$ cat config.mk
export PLATFORM = sky130hd
export DESIGN_NAME = uart_boot_loader_flat
export DESIGN_NICKNAME = d
export VERILOG_FILES = /design/src/rtl/jacaranda_pkg.sv /design/src/rtl/uart_boot_loader_if.sv /design/src/rtl/uart_rx_core.sv /design/src/rtl/uart_boot_loader.sv /design/src/flat_wrapper.sv
export SDC_FILE = /design/constraint.sdc
export NUM_CORES = 1
export LEC_CHECK = 0
export BUFFER_PORTS_ARGS = -buffer_cell sky130_fd_sc_hd__clkbuf_2
export CORE_MARGIN = 5
export CORE_UTILIZATION = 61
export CTS_BUF_LIST = sky130_fd_sc_hd__clkbuf_16
export CTS_CLUSTER_SIZE = 14
export DETAILED_ROUTE_END_ITERATION = 6
export HOLD_SLACK_MARGIN = 0.12
export MAX_ROUTING_LAYER = met4
export PLACE_DENSITY = 0.81
export SKIP_CTS_REPAIR_TIMING = 1
export SYNTH_ARGS = -nofsm -noshare
export SYNTH_HDL_FRONTEND = slang
export SYNTH_SLANG_ARGS = --single-unit
$ cat constraint.sdc
create_clock -name wb_clk_i -period 6.1 [get_ports wb_clk_i]
set_input_delay 0.915 -clock wb_clk_i [delete_from_list [all_inputs] [get_ports wb_clk_i]]
set_output_delay 0.915 -clock wb_clk_i [all_outputs]
set_load 0.02 [all_outputs]
$ cat src/rtl/jacaranda_pkg.sv
// jacaranda_pkg: shared constants, state encodings and divisor helper for the UART boot loader
package jacaranda_pkg;
  localparam logic [7:0] DEF_SYNC_BYTE = 8'hA5;
  localparam logic [15:0] MIN_CLK_DIV = 16'd4;
  typedef enum logic [2:0] {IDLE, ADDR, LEN, DATA, CHK} ld_state_t;
  typedef enum logic [1:0] {RX_IDLE, RX_START, RX_DATA, RX_STOP} rx_state_t;
  function automatic logic [15:0] eff_div(input logic [15:0] d);
    return d < MIN_CLK_DIV ? MIN_CLK_DIV : d;
  endfunction
endpackage

$ cat src/rtl/uart_boot_loader_if.sv
// uart_boot_loader_if: 8-bit instruction memory write port shared with the Wishbone writer
interface uart_boot_loader_if;
  logic [7:0] instr_mem_addr;
  logic [7:0] instr_mem_data;
  logic instr_mem_en;
  modport master(output instr_mem_addr, instr_mem_data, instr_mem_en);
  modport slave(input instr_mem_addr, instr_mem_data, instr_mem_en);
endinterface

$ cat src/rtl/uart_rx_core.sv
// uart_rx_core: 8N1 receiver with 2-flop sync, glitch-rejecting start check and stop-bit framing check
module uart_rx_core
  import jacaranda_pkg::*;
(
  input  logic        clk,
  input  logic        rst,
  input  logic        enable,
  input  logic [15:0] div,
  input  logic        rx,
  output logic        byte_valid,
  output logic [7:0]  byte_data,
  output logic        frame_err,
  output logic        start_seen,
  output logic        busy
);
  rx_state_t state;
  logic [2:0] sync;
  logic [15:0] cnt;
  logic [2:0] bit_idx;
  logic [7:0] shift;
  logic fall;
  logic [15:0] half;
  logic [15:0] last;
  // sync[1] is the synchronised line, sync[2] its previous value for edge detection
  assign fall = sync[2] & ~sync[1];
  assign half = (div >> 1) - 16'd1;
  assign last = div - 16'd1;
  assign busy = state != RX_IDLE;
  always_ff @(posedge clk or posedge rst)
    if (rst) begin
      state <= RX_IDLE;
      sync <= '1;
      cnt <= '0;
      bit_idx <= '0;
      shift <= '0;
      byte_valid <= 1'b0;
      byte_data <= '0;
      frame_err <= 1'b0;
      start_seen <= 1'b0;
    end else begin
      sync <= {sync[1:0], rx};
      byte_valid <= 1'b0;
      frame_err <= 1'b0;
      start_seen <= 1'b0;
      cnt <= cnt + 16'd1;
      if (!enable) state <= RX_IDLE;
      else case (state)
        RX_IDLE: if (fall) begin
          state <= RX_START;
          cnt <= '0;
          start_seen <= 1'b1;
        end
        RX_START: if (cnt == half) begin
          state <= sync[1] ? RX_IDLE : RX_DATA;
          cnt <= '0;
          bit_idx <= '0;
        end
        RX_DATA: if (cnt == last) begin
          shift <= {sync[1], shift[7:1]};
          bit_idx <= bit_idx + 3'd1;
          cnt <= '0;
          if (bit_idx == 3'd7) state <= RX_STOP;
        end
        RX_STOP: if (cnt == last) begin
          state <= RX_IDLE;
          byte_valid <= sync[1];
          frame_err <= ~sync[1];
          byte_data <= shift;
        end
        default: state <= RX_IDLE;
      endcase
    end
endmodule

$ cat src/rtl/uart_boot_loader.sv
// uart_boot_loader: loads SYNC/ADDR/LEN/data/CHK frames from a UART into instruction memory,
// holding the CPU while a frame is in flight
module uart_boot_loader
  import jacaranda_pkg::*;
#(
  parameter int TIMEOUT_BITS = 32,
  parameter logic [7:0] SYNC_BYTE = DEF_SYNC_BYTE
) (
  input  logic                      wb_clk_i,
  input  logic                      wb_rst_i,
  input  logic                      enable,
  input  logic [15:0]               clk_div,
  input  logic                      rx,
  uart_boot_loader_if.master        mem,
  output logic                      cpu_hold,
  output logic                      done,
  output logic                      err
);
  ld_state_t state;
  logic [15:0] div;
  logic [7:0] addr;
  logic [7:0] cnt;
  logic [7:0] sum;
  logic [31:0] tmo;
  logic [31:0] tmo_last;
  logic bv;
  logic fe;
  logic ss;
  logic rx_busy;
  logic [7:0] bd;
  assign tmo_last = 32'(TIMEOUT_BITS) * {16'd0, div} - 32'd1;
  uart_rx_core u_rx (
    .clk(wb_clk_i),
    .rst(wb_rst_i),
    .enable(enable),
    .div(div),
    .rx(rx),
    .byte_valid(bv),
    .byte_data(bd),
    .frame_err(fe),
    .start_seen(ss),
    .busy(rx_busy)
  );
  // cnt holds remaining bytes minus one, so LEN=0 naturally yields 256 writes
  always_ff @(posedge wb_clk_i or posedge wb_rst_i)
    if (wb_rst_i) begin
      state <= IDLE;
      div <= MIN_CLK_DIV;
      addr <= '0;
      cnt <= '0;
      sum <= '0;
      tmo <= '0;
      mem.instr_mem_en <= 1'b0;
      mem.instr_mem_addr <= '0;
      mem.instr_mem_data <= '0;
      cpu_hold <= 1'b0;
      done <= 1'b0;
      err <= 1'b0;
    end else begin
      mem.instr_mem_en <= 1'b0;
      done <= 1'b0;
      cpu_hold <= state != IDLE;
      tmo <= (state == IDLE || ss) ? '0 : tmo + 32'd1;
      if (state == IDLE && !rx_busy) div <= eff_div(clk_div);
      if (state != IDLE && !enable) state <= IDLE;
      else if (state != IDLE && fe) begin
        err <= 1'b1;
        state <= IDLE;
      end else if (bv) case (state)
        IDLE: if (bd == SYNC_BYTE) begin
          state <= ADDR;
          err <= 1'b0;
        end
        ADDR: begin
          addr <= bd;
          sum <= bd;
          state <= LEN;
        end
        LEN: begin
          cnt <= bd - 8'd1;
          sum <= sum + bd;
          state <= DATA;
        end
        DATA: begin
          mem.instr_mem_en <= 1'b1;
          mem.instr_mem_addr <= addr;
          mem.instr_mem_data <= bd;
          addr <= addr + 8'd1;
          sum <= sum + bd;
          cnt <= cnt - 8'd1;
          if (cnt == 8'd0) state <= CHK;
        end
        CHK: begin
          done <= bd == sum;
          err <= bd != sum;
          state <= IDLE;
        end
        default: state <= IDLE;
      endcase
      else if (state != IDLE && tmo == tmo_last) begin
        err <= 1'b1;
        state <= IDLE;
      end
    end
endmodule
$ cat src/flat_wrapper.sv
// flat-port wrapper written by rule: the top's interface ports become plain ports
module uart_boot_loader_flat import jacaranda_pkg::*;
#(
  parameter int TIMEOUT_BITS = 32,
  parameter logic [7:0] SYNC_BYTE = DEF_SYNC_BYTE
)
  (wb_clk_i, wb_rst_i, enable, clk_div, rx, cpu_hold, done, err, mem_instr_mem_addr, mem_instr_mem_data, mem_instr_mem_en);
  uart_boot_loader_if mem_i ();
  input  logic wb_clk_i;
  input  logic wb_rst_i;
  input  logic enable;
  input  logic [15:0] clk_div;
  input  logic rx;
  output logic cpu_hold;
  output logic done;
  output logic err;
  output wire logic [$bits(mem_i.instr_mem_addr)-1:0] mem_instr_mem_addr;
  output wire logic [$bits(mem_i.instr_mem_data)-1:0] mem_instr_mem_data;
  output wire logic [$bits(mem_i.instr_mem_en)-1:0] mem_instr_mem_en;
  assign mem_instr_mem_addr = mem_i.instr_mem_addr;
  assign mem_instr_mem_data = mem_i.instr_mem_data;
  assign mem_instr_mem_en = mem_i.instr_mem_en;
  uart_boot_loader #(.TIMEOUT_BITS(TIMEOUT_BITS), .SYNC_BYTE(SYNC_BYTE)) u_core (.wb_clk_i(wb_clk_i), .wb_rst_i(wb_rst_i), .enable(enable), .clk_div(clk_div), .rx(rx), .mem(mem_i), .cpu_hold(cpu_hold), .done(done), .err(err));
endmodule
=== Word level (Yosys, flattened, before mapping) ===
Cells that the tools add are included.

* Flip-flop bits (word level): 138
* Bits of input ports: 20
* Output and inout port bits: 20
* Logic and storage cells: 140

* Add/subtract/negate cells: 10
* $lt $le $gt $ge: 1
* Eq/ne operators: 25
* Muxes and demuxes: 50
* Bitwise gates (word level): 4
* Reductions and logical operators: 29

{| class="wikitable"
|+ Operators with widths
! operator !! count
|-
| $mux W16 || 5
|-
| $pmux W16 S3 || 1
|-
| $pmux W8 S2 || 3
|-
| $add A32 B1 Y32 const B || 1
|-
| $eq A16 B16 Y1 || 2
|-
| $eq A32 B32 Y1 || 1
|-
| $mux W32 || 1
|-
| $mux W3 || 8
|-
| $reduce_and A4 Y1 || 6
|-
| $sub A21 B1 Y22 const B || 1
|-
| $mux W1 || 21
|-
| $add A16 B1 Y16 const B || 1
|-
| $lt A16 B3 Y1 const B || 1
|-
| $sub A15 B1 Y16 const B || 1
|-
| $sub A16 B1 Y16 const B || 1
|-
| $sub A8 B1 Y8 const B || 2
|-
| $ne A3 B3 Y1 const B || 5
|-
| $mux W2 || 7
|-
| $pmux W3 S4 || 1
|-
| $reduce_bool A2 Y1 || 5
|-
| $reduce_and A3 Y1 || 3
|-
| $add A8 B1 Y8 const B || 1
|-
| $add A8 B8 Y8 || 1
|-
| $eq A8 B8 Y1 || 1
|-
| 28 further kinds || 39
|}

=== Logic depth before layout (Yosys ltp) ===
Gate-level depths: netlist (run 1).

* Depth in word-level cells: 7
* Mapped depth: 13
* Gate-level depth less buffers: 11

=== By module ===
Synthesis (run 1) repeated with hierarchy kept, for this count alone.

* Cell total of the unflattened synthesis: 880
* Area total of the unflattened synthesis: 8340.5 sq um

{| class="wikitable"
|+ By module, submodules not included
! module !! times used !! cells an instance !! area each (sq um) !! seq. area each (sq um)
|-
| uart_boot_loader || 1 || 572 || 5372.7 || 2378.5
|-
| uart_rx_core || 1 || 308 || 2967.8 || 1079.8
|}

=== Least setup slack after synthesis (run 1) ===
Ideal clock, no wire load.

* Path type: register -> register
* Start point: register u_core.div[1]
* End point: register u_core.u_rx.byte_data[1]
* Setup time: 0.125 ns
* Data arrival time: 3.155 ns
* Data required time: 5.975 ns
* Setup slack: 2.820 ns
* Cell stages (with the launch flop): 12
* Period minus slack after synthesis: 3.280 ns
* Cells stage by stage: dfrtp_1 -> inv_1 -> ha_1 -> or4b_1 -> buf_2 -> o31ai_4 -> a2bb2oi_2 -> o211ai_2 -> a2111oi_4 -> nand4_4 -> nor3_4 -> mux2_2

* Word-level cells in the longest chain between the ends: 3

{| class="wikitable"
|+ Ends and longest elaborated chain
! element !! line !! source
|-
| from (decl) || uart_boot_loader.sv:20 || <nowiki>logic [15:0] div;</nowiki>
|-
| from (signal assigned) || uart_boot_loader.sv:64 || <nowiki>if (state == IDLE && !rx_busy) div <= eff_div(clk_div);</nowiki>
|-
| $sub A16 B1 Y16 || uart_rx_core.sv:27 || <nowiki>assign last = div - 16'd1;</nowiki>
|-
| $eq A16 B16 Y1 || uart_rx_core.sv:64 || <nowiki>RX_STOP: if (cnt == last) begin</nowiki>
|-
| $reduce_and A3 Y1 (no source line) || - ||
|-
| to (signal assigned) || uart_rx_core.sv:68 || <nowiki>byte_data <= shift;</nowiki>
|-
| to (decl) || uart_rx_core.sv:11 || <nowiki>output logic [7:0] byte_data,</nowiki>
|}

Every way passes these cells.
A chain may end at the register's enable or synchronous reset.

=== Worst setup path in the final report (run 1) ===
* Start point: register u_core.div[1]
* End point: register u_core.u_rx.byte_data[3]

The elaborated chain is that of the path after synthesis.

==> results.toml, run 1 <==
[clock_tree]
cts_buffer_depth = 2
clock_latency_ps = 420
cts_buffers = 17
path_clk_slew_ps = 60
h-tree-depth = 4
cts_tree = "built"
clock-root-buffer = "clkbuf_16"
cts_sinks = 138

[final_layout]
mostFrequentLayoutCell = "dfrtp_1"
n_fill_cell = 1044
multi_input_area_um2 = 4590
final_cell_mix = "134 x dfrtp_1, 107 x nor2_1, 45 x o21ai_0"
drive_above_1_share = 0.144
regArea_um2 = 3460
nets = 940
area_delta_synth_final_pct = 9.42
n_antenna_cell = 0

[power_and_ir_drop]
p_int_mw = 1.68
switching_power_mw = 0.588
p_comb_frac = 0.104
vdd.ir_drop.worst_uv = 229
power_mw = 2.27
clkPwrFrac = 0.443
switching_share = 0.259
leakagePower_nw = 3.91
p_seq_frac = 0.453
power.density_nw_per_um2 = 247

[synthesis]
yosysTopAreaCellShare = 0.401
synth_cells = 900
syn-num-nets = 936
yosys.area_share.simple = 0.225
synth.cell_area_um2 = 8370
synthMuxAreaShare = 0.0713
synth-edff-count = 0
synthAdderAreaFrac = 0.0248
synth_warnings = 0
async_flop_share = 1.00
yosys.area_share.xor_xnor = 0.0914
synth_compound_area_frac = 0.135
synth-seq-cells = 138
synth_area_leaders = "dfrtp_1 40%, mux2_2 5.8%, nor2_1 4.8%, xor2_1 4.5%, xnor2_1 4.1%"
synth_cell_types = 80
synth_area_leader_cell = "dfrtp_1"
syn_avg_cell_area_um2 = 9.30
synthFlopType = "dfrtp_1"
ys_seq_area_frac = 0.413
synth_top_family_by_area = "simple AND/OR/NAND/NOR gates"

[setup_path]
reg2reg_depth = 10
cp-start-kind = "flip-flop"
path_cells = "inv_1, ha_1, or4b_1, o31ai_4, a2bb2oi_2, o211ai_2, a2111oi_4, nand4_4, nor3_4, mux2_2"
setup.reg_to_reg.worst_slack_ps = 2160
rr_endpoint = "u_core.u_rx.byte_data[3]"
max_stage_delay_ps = 740
crit_arrival_ps = 4250
path_class = "reg -> reg"
cp.required_ps = 6400
cpMaxStageDelayCell = "or4b_1"
rr_startpoint = "u_core.div[1]"
critPathCaptureType = "flip-flop"
critPathMaxFanout = 14
crit_start = "u_core.div[1]"

[route]
routed_wl_um = 19800
drtPass1Iterations = 5
via_per_inst = 6.29
drt-initial-drc-count = 751
drc_errors = 0
routedWlPerCell_um = 18.2
vias = 6872
postRouteAntennaNets = 0

[floorplanning]
io_pins = 40
die_h_um = 127
rows = 42
die_w_um = 127
coreArea_um2 = 13300
initial_core_util = 0.627
die-area_um2 = 16200

[sta]
fmax_ghz = 0.254
rsz0062_at_grt = "no"
fin_setup_tns_ps = 0
relSlewSlack = 0.415
slew_viol_final = 0
fin_crit_sh = 0.646
setup_viol = 0
fin_skew_ps = 9.15
tightest_slew_ps = 871
min_period_ps = 3940
hold_violations = 0

[grt]
grt_pass1_vias = 6627
grt_max_degree = 91
grt_first_pass_wirelength_um = 33300
gr-total-overflow = 0
grt_use_total = 0.262
antenna_found_initial = 0

[hold_path]
hp-class = "reg -> reg"
hp-start = "u_core.u_rx.sync[0]"
hold-path-endpoint = "u_core.u_rx.sync[1]"
hold_depth = 0

[placement]
io_buffer_count = 39
dp_hpwl_um = 13800
gp_congestion = 0.956

[job]
cap_violations = 0

[outcome]
status = "finished, final reports clean"
-- layer usage --
layer / track usage / wire length [um] / vias up
met5: - / 0 / -
met4: 0.0934 / 450 / 0
met3: 0.0580 / 1210 / 38
met2: 0.379 / 9050 / 227
met1: 0.366 / 9130 / 3348
li1: - / - / 3259
-- worst max-delay path by stage --
stage	endpoint	slack, ps	cells past startpoint
floorplan	u_core.addr[0]	1500	1
global placement	u_core.u_rx.byte_data[1]	2320	10
detailed placement	u_core.u_rx.byte_data[1]	2240	10
CTS	u_core.u_rx.byte_data[3]	2190	10
global route	u_core.u_rx.byte_data[3]	1940	10
finish	u_core.u_rx.byte_data[3]	2160	10
-- flip-flops by register name, indices dropped and copies added (netlist names), 8 cells and up --
signal and count:
u_core.tmo 32, u_core.div 16, u_core.u_rx.cnt 16, u_core.addr 8
u_core.cnt 8, u_core.mem.instr_mem_addr 8, u_core.mem.instr_mem_data 8, u_core.sum 8
u_core.u_rx.byte_data 8, u_core.u_rx.shift 8
-- through the flow --
stage / setup WS (ps) / instance area (um^2) / hold WS (ps) / util / cells
6_report: 2160 / 9160 / 355 / 0.686 / 1093
3_3_place_gp: 2320 / 8590 / 347 / 0.643 / 1061
5_1_grt: 1940 / 9160 / 362 / 0.686 / 1093
2_1_floorplan: 1500 / 8370 / 345 / - / 900
4_1_cts: 2190 / 9160 / 356 / 0.686 / 1093
3_5_place_dp: 2240 / 8590 / 350 / 0.643 / 1061
-- worst max-delay path: cells and delay by family (launching register included) --
kind	cells	cell delay (ps)
adder cells (fa/ha/maj)	1	300
AND/OR/NAND/NOR	3	1410
AO/OA/AOI/OAI	4	1170
multiplexers	1	390
buffers and inverters	1	110
flip-flops	1	430
-- power groups by stage --
stage | combinational [mW] | clock [mW] | sequential (mW)
finish | 0.236 | 1.00 | 1.03
global route | 0.263 | 1.06 | 1.03
CTS | 0.235 | 1.02 | 1.02
detailed placement | 0.234 | 0 | 1.04
global placement | 0.229 | 0 | 1.04
floorplan | 0.222 | 0 | 0.985
-- cell type report --
type                    count  share of cell area
flip-flops and latches    138               0.378
clock buffers              17              0.0465
inverters                  23             0.00998
multi-input cells         680               0.501
well taps                 176              0.0241
clock inverters            15              0.0156
repair buffers             44              0.0254
-- kinds of logic (layout without fill, tap and decap cells) --
logic type / count (synthesis) / in the layout
buffers and inverters: 82 / 99
and+or+nand+nor: 358 / 358
adders and majority gates: 16 / 16
xor gates and xnor gates: 84 / 84
DFF: 138 / 138
muxes: 54 / 54
AOI/OAI and AO/OA: 168 / 168
-- synthesized netlist by cell type, drive strengths merged, types with 7 or more instances --
library cell / n
nand2: 43
mux2i: 9
nor2: 107
o21ai: 45
nand3: 43
inv: 22
a21o: 9
mux2: 45
or4: 7
xnor2: 39
nor4: 25
a21oi: 44
buf: 10
ha: 15
and3: 11
and2: 11
nand4: 21
clkbuf: 49
dfrtp: 134
nor2b: 8
xor2: 43
a211oi: 7
nand2b: 11
or3: 12
nor3: 33
Power figures use the tool's default switching activity.
==> run 2, diff against run 1 <==
==> constraint.sdc (replaced) <==
create_clock -name wb_clk_i -period 3.8 [get_ports wb_clk_i]
set_input_delay 0.57 -clock wb_clk_i [delete_from_list [all_inputs] [get_ports wb_clk_i]]
set_output_delay 0.57 -clock wb_clk_i [all_outputs]
set_load 0.02 [all_outputs]
==> results.toml, run 2 (synthesis results as in run 1) <==
[final_layout]
utilization = 0.701
final_cell_mix = "134 x dfrtp_1, 107 x nor2_1, 45 x o21ai_0"
largest-register = "u_core.tmo"
drive_above_1_share = 0.171
multi_input_area_um2 = 4600
largest_reg_flops = 32
n_fill_cell = 1032
n_antenna_cell = 0
area_delta_synth_final_pct = 11.9
nets = 967
fin_area_um2 = 9360
fin_cells = 1118
mostFrequentLayoutCell = "dfrtp_1"
regArea_um2 = 3460
largestRegisters = "u_core.tmo (32), u_core.div (16), u_core.u_rx.cnt (16)"

[floorplanning]
die-area_um2 = 16200
die_w_um = 127
die_h_um = 127
rows = 42
coreArea_um2 = 13300
initial_core_util = 0.627
io_pins = 40

[placement]
dp_hpwl_um = 15000
io_buffer_count = 39
dp.cells = 1087
preCtsSetupSlack_ps = 157
post_dp_cell_area_um2 = 8810
gp_congestion = 0.966

[power_and_ir_drop]
switching_share = 0.270
switching_power_mw = 0.955
p_comb_frac = 0.126
power_mw = 3.54
power.density_nw_per_um2 = 378
clkPwrFrac = 0.416
p_seq_frac = 0.457
leakagePower_nw = 4.02
p_int_mw = 2.58
vdd.ir_drop.worst_uv = 306

[grt]
gr-total-overflow = 0
grt_pass1_vias = 6635
grt_first_pass_wirelength_um = 34000
grt_max_degree = 61
grt_use_total = 0.271
antenna_found_initial = 0

[route]
drc_errors = 0
via_per_inst = 6.36
drtPass1Iterations = 5
vias = 7112
routed_wl_um = 20900
routedWlPerCell_um = 18.7
postRouteAntennaNets = 0
drt-initial-drc-count = 757

[sta]
fin_skew_ps = 8.74
fin_setup_tns_ps = 0
fin_crit_sh = 0.946
relSlewSlack = 0.370
hold_violations = 0
setup_ws_ps = 205
setup_viol = 0
fmax_ghz = 0.278
rsz0062_at_grt = "no"
slew_viol_final = 0
tightest_slew_ps = 943
min_period_ps = 3600
hold_ws_ps = 233

[setup_path]
cp_num_buf_inv = 1
cp-start-kind = "flip-flop"
rr_startpoint = "u_core.div[1]"
reg2reg_depth = 10
cp.required_ps = 4100
path_class = "reg -> reg"
cp_num_cells = 10
crit_start = "u_core.div[1]"
path_delay_family = "simple AND/OR/NAND/NOR gates"
critPathMaxFanout = 8
path_cells = "inv_1, ha_1, nor4b_2, a21oi_1, nor4_1, o2111ai_1, a2111oi_4, nand4_4, nor3_4, mux2_2"
critPathCaptureType = "flip-flop"
max_stage_delay_ps = 650
cpMaxStageDelayCell = "nor4b_2"
crit_arrival_ps = 3900

[clock_tree]
clock_latency_ps = 420
cts_tree = "built"
clock-root-buffer = "clkbuf_16"
cts_buffer_depth = 2
path_clk_slew_ps = 60
cts_buffers = 17
cts_sinks = 138
h-tree-depth = 4

[job]
cap_violations = 0

[hold_path]
hp-class = "in -> reg"
hp-start = "rx"
hold_depth = 1

[outcome]
status = "finished, final reports clean"
run 2: changes by cell type in the layout (fill, tap and decap cells not counted), sizes merged:
cell,before,now
buf,5,32
bufinv,3,1
inv,26,25
clkinv,8,5
clkinvlp,1,5
run 2: cell type report:
type | instances | area share
repair buffers | 71 | 0.0505
clock buffers | 17 | 0.0454
inverters | 23 | 0.00962
multi-input cells | 680 | 0.492
well taps | 176 | 0.0235
flip-flops and latches | 138 | 0.369
clock inverters | 13 | 0.00989
run 2: per-layer routing:
metal,global-route usage,up-vias,part of all wire
met5,-,-,0
met4,0.0909,0,0.022
met3,0.0593,47,0.070
met2,0.392,296,0.45
met1,0.382,3456,0.46
li1,-,3313,-
run 2: path summary, 6_finish.rpt:
check	end	slack, ps
min reg2reg	u_core.u_rx.sync[1]	360
min in group asynchronous	u_core.u_rx.cnt[6]	340
max	u_core.u_rx.byte_data[7]	200
max in group asynchronous	u_core.u_rx.sync[2]	2640
min	u_core.u_rx.sync[0]	230
max reg2reg	u_core.u_rx.byte_data[7]	200
run 2: power by group through the flow:
| stage | logic (mW) | registers [mW] | clock network (mW) |
|---|---|---|---|
| 6_report | 0.447 | 1.62 | 1.47 |
| 5_1_grt | 0.488 | 1.63 | 1.56 |
| 4_1_cts | 0.440 | 1.61 | 1.49 |
| 3_5_place_dp | 0.438 | 1.64 | 0 |
| 3_3_place_gp | 0.432 | 1.63 | 0 |
| 2_1_floorplan | 0.357 | 1.58 | 0 |
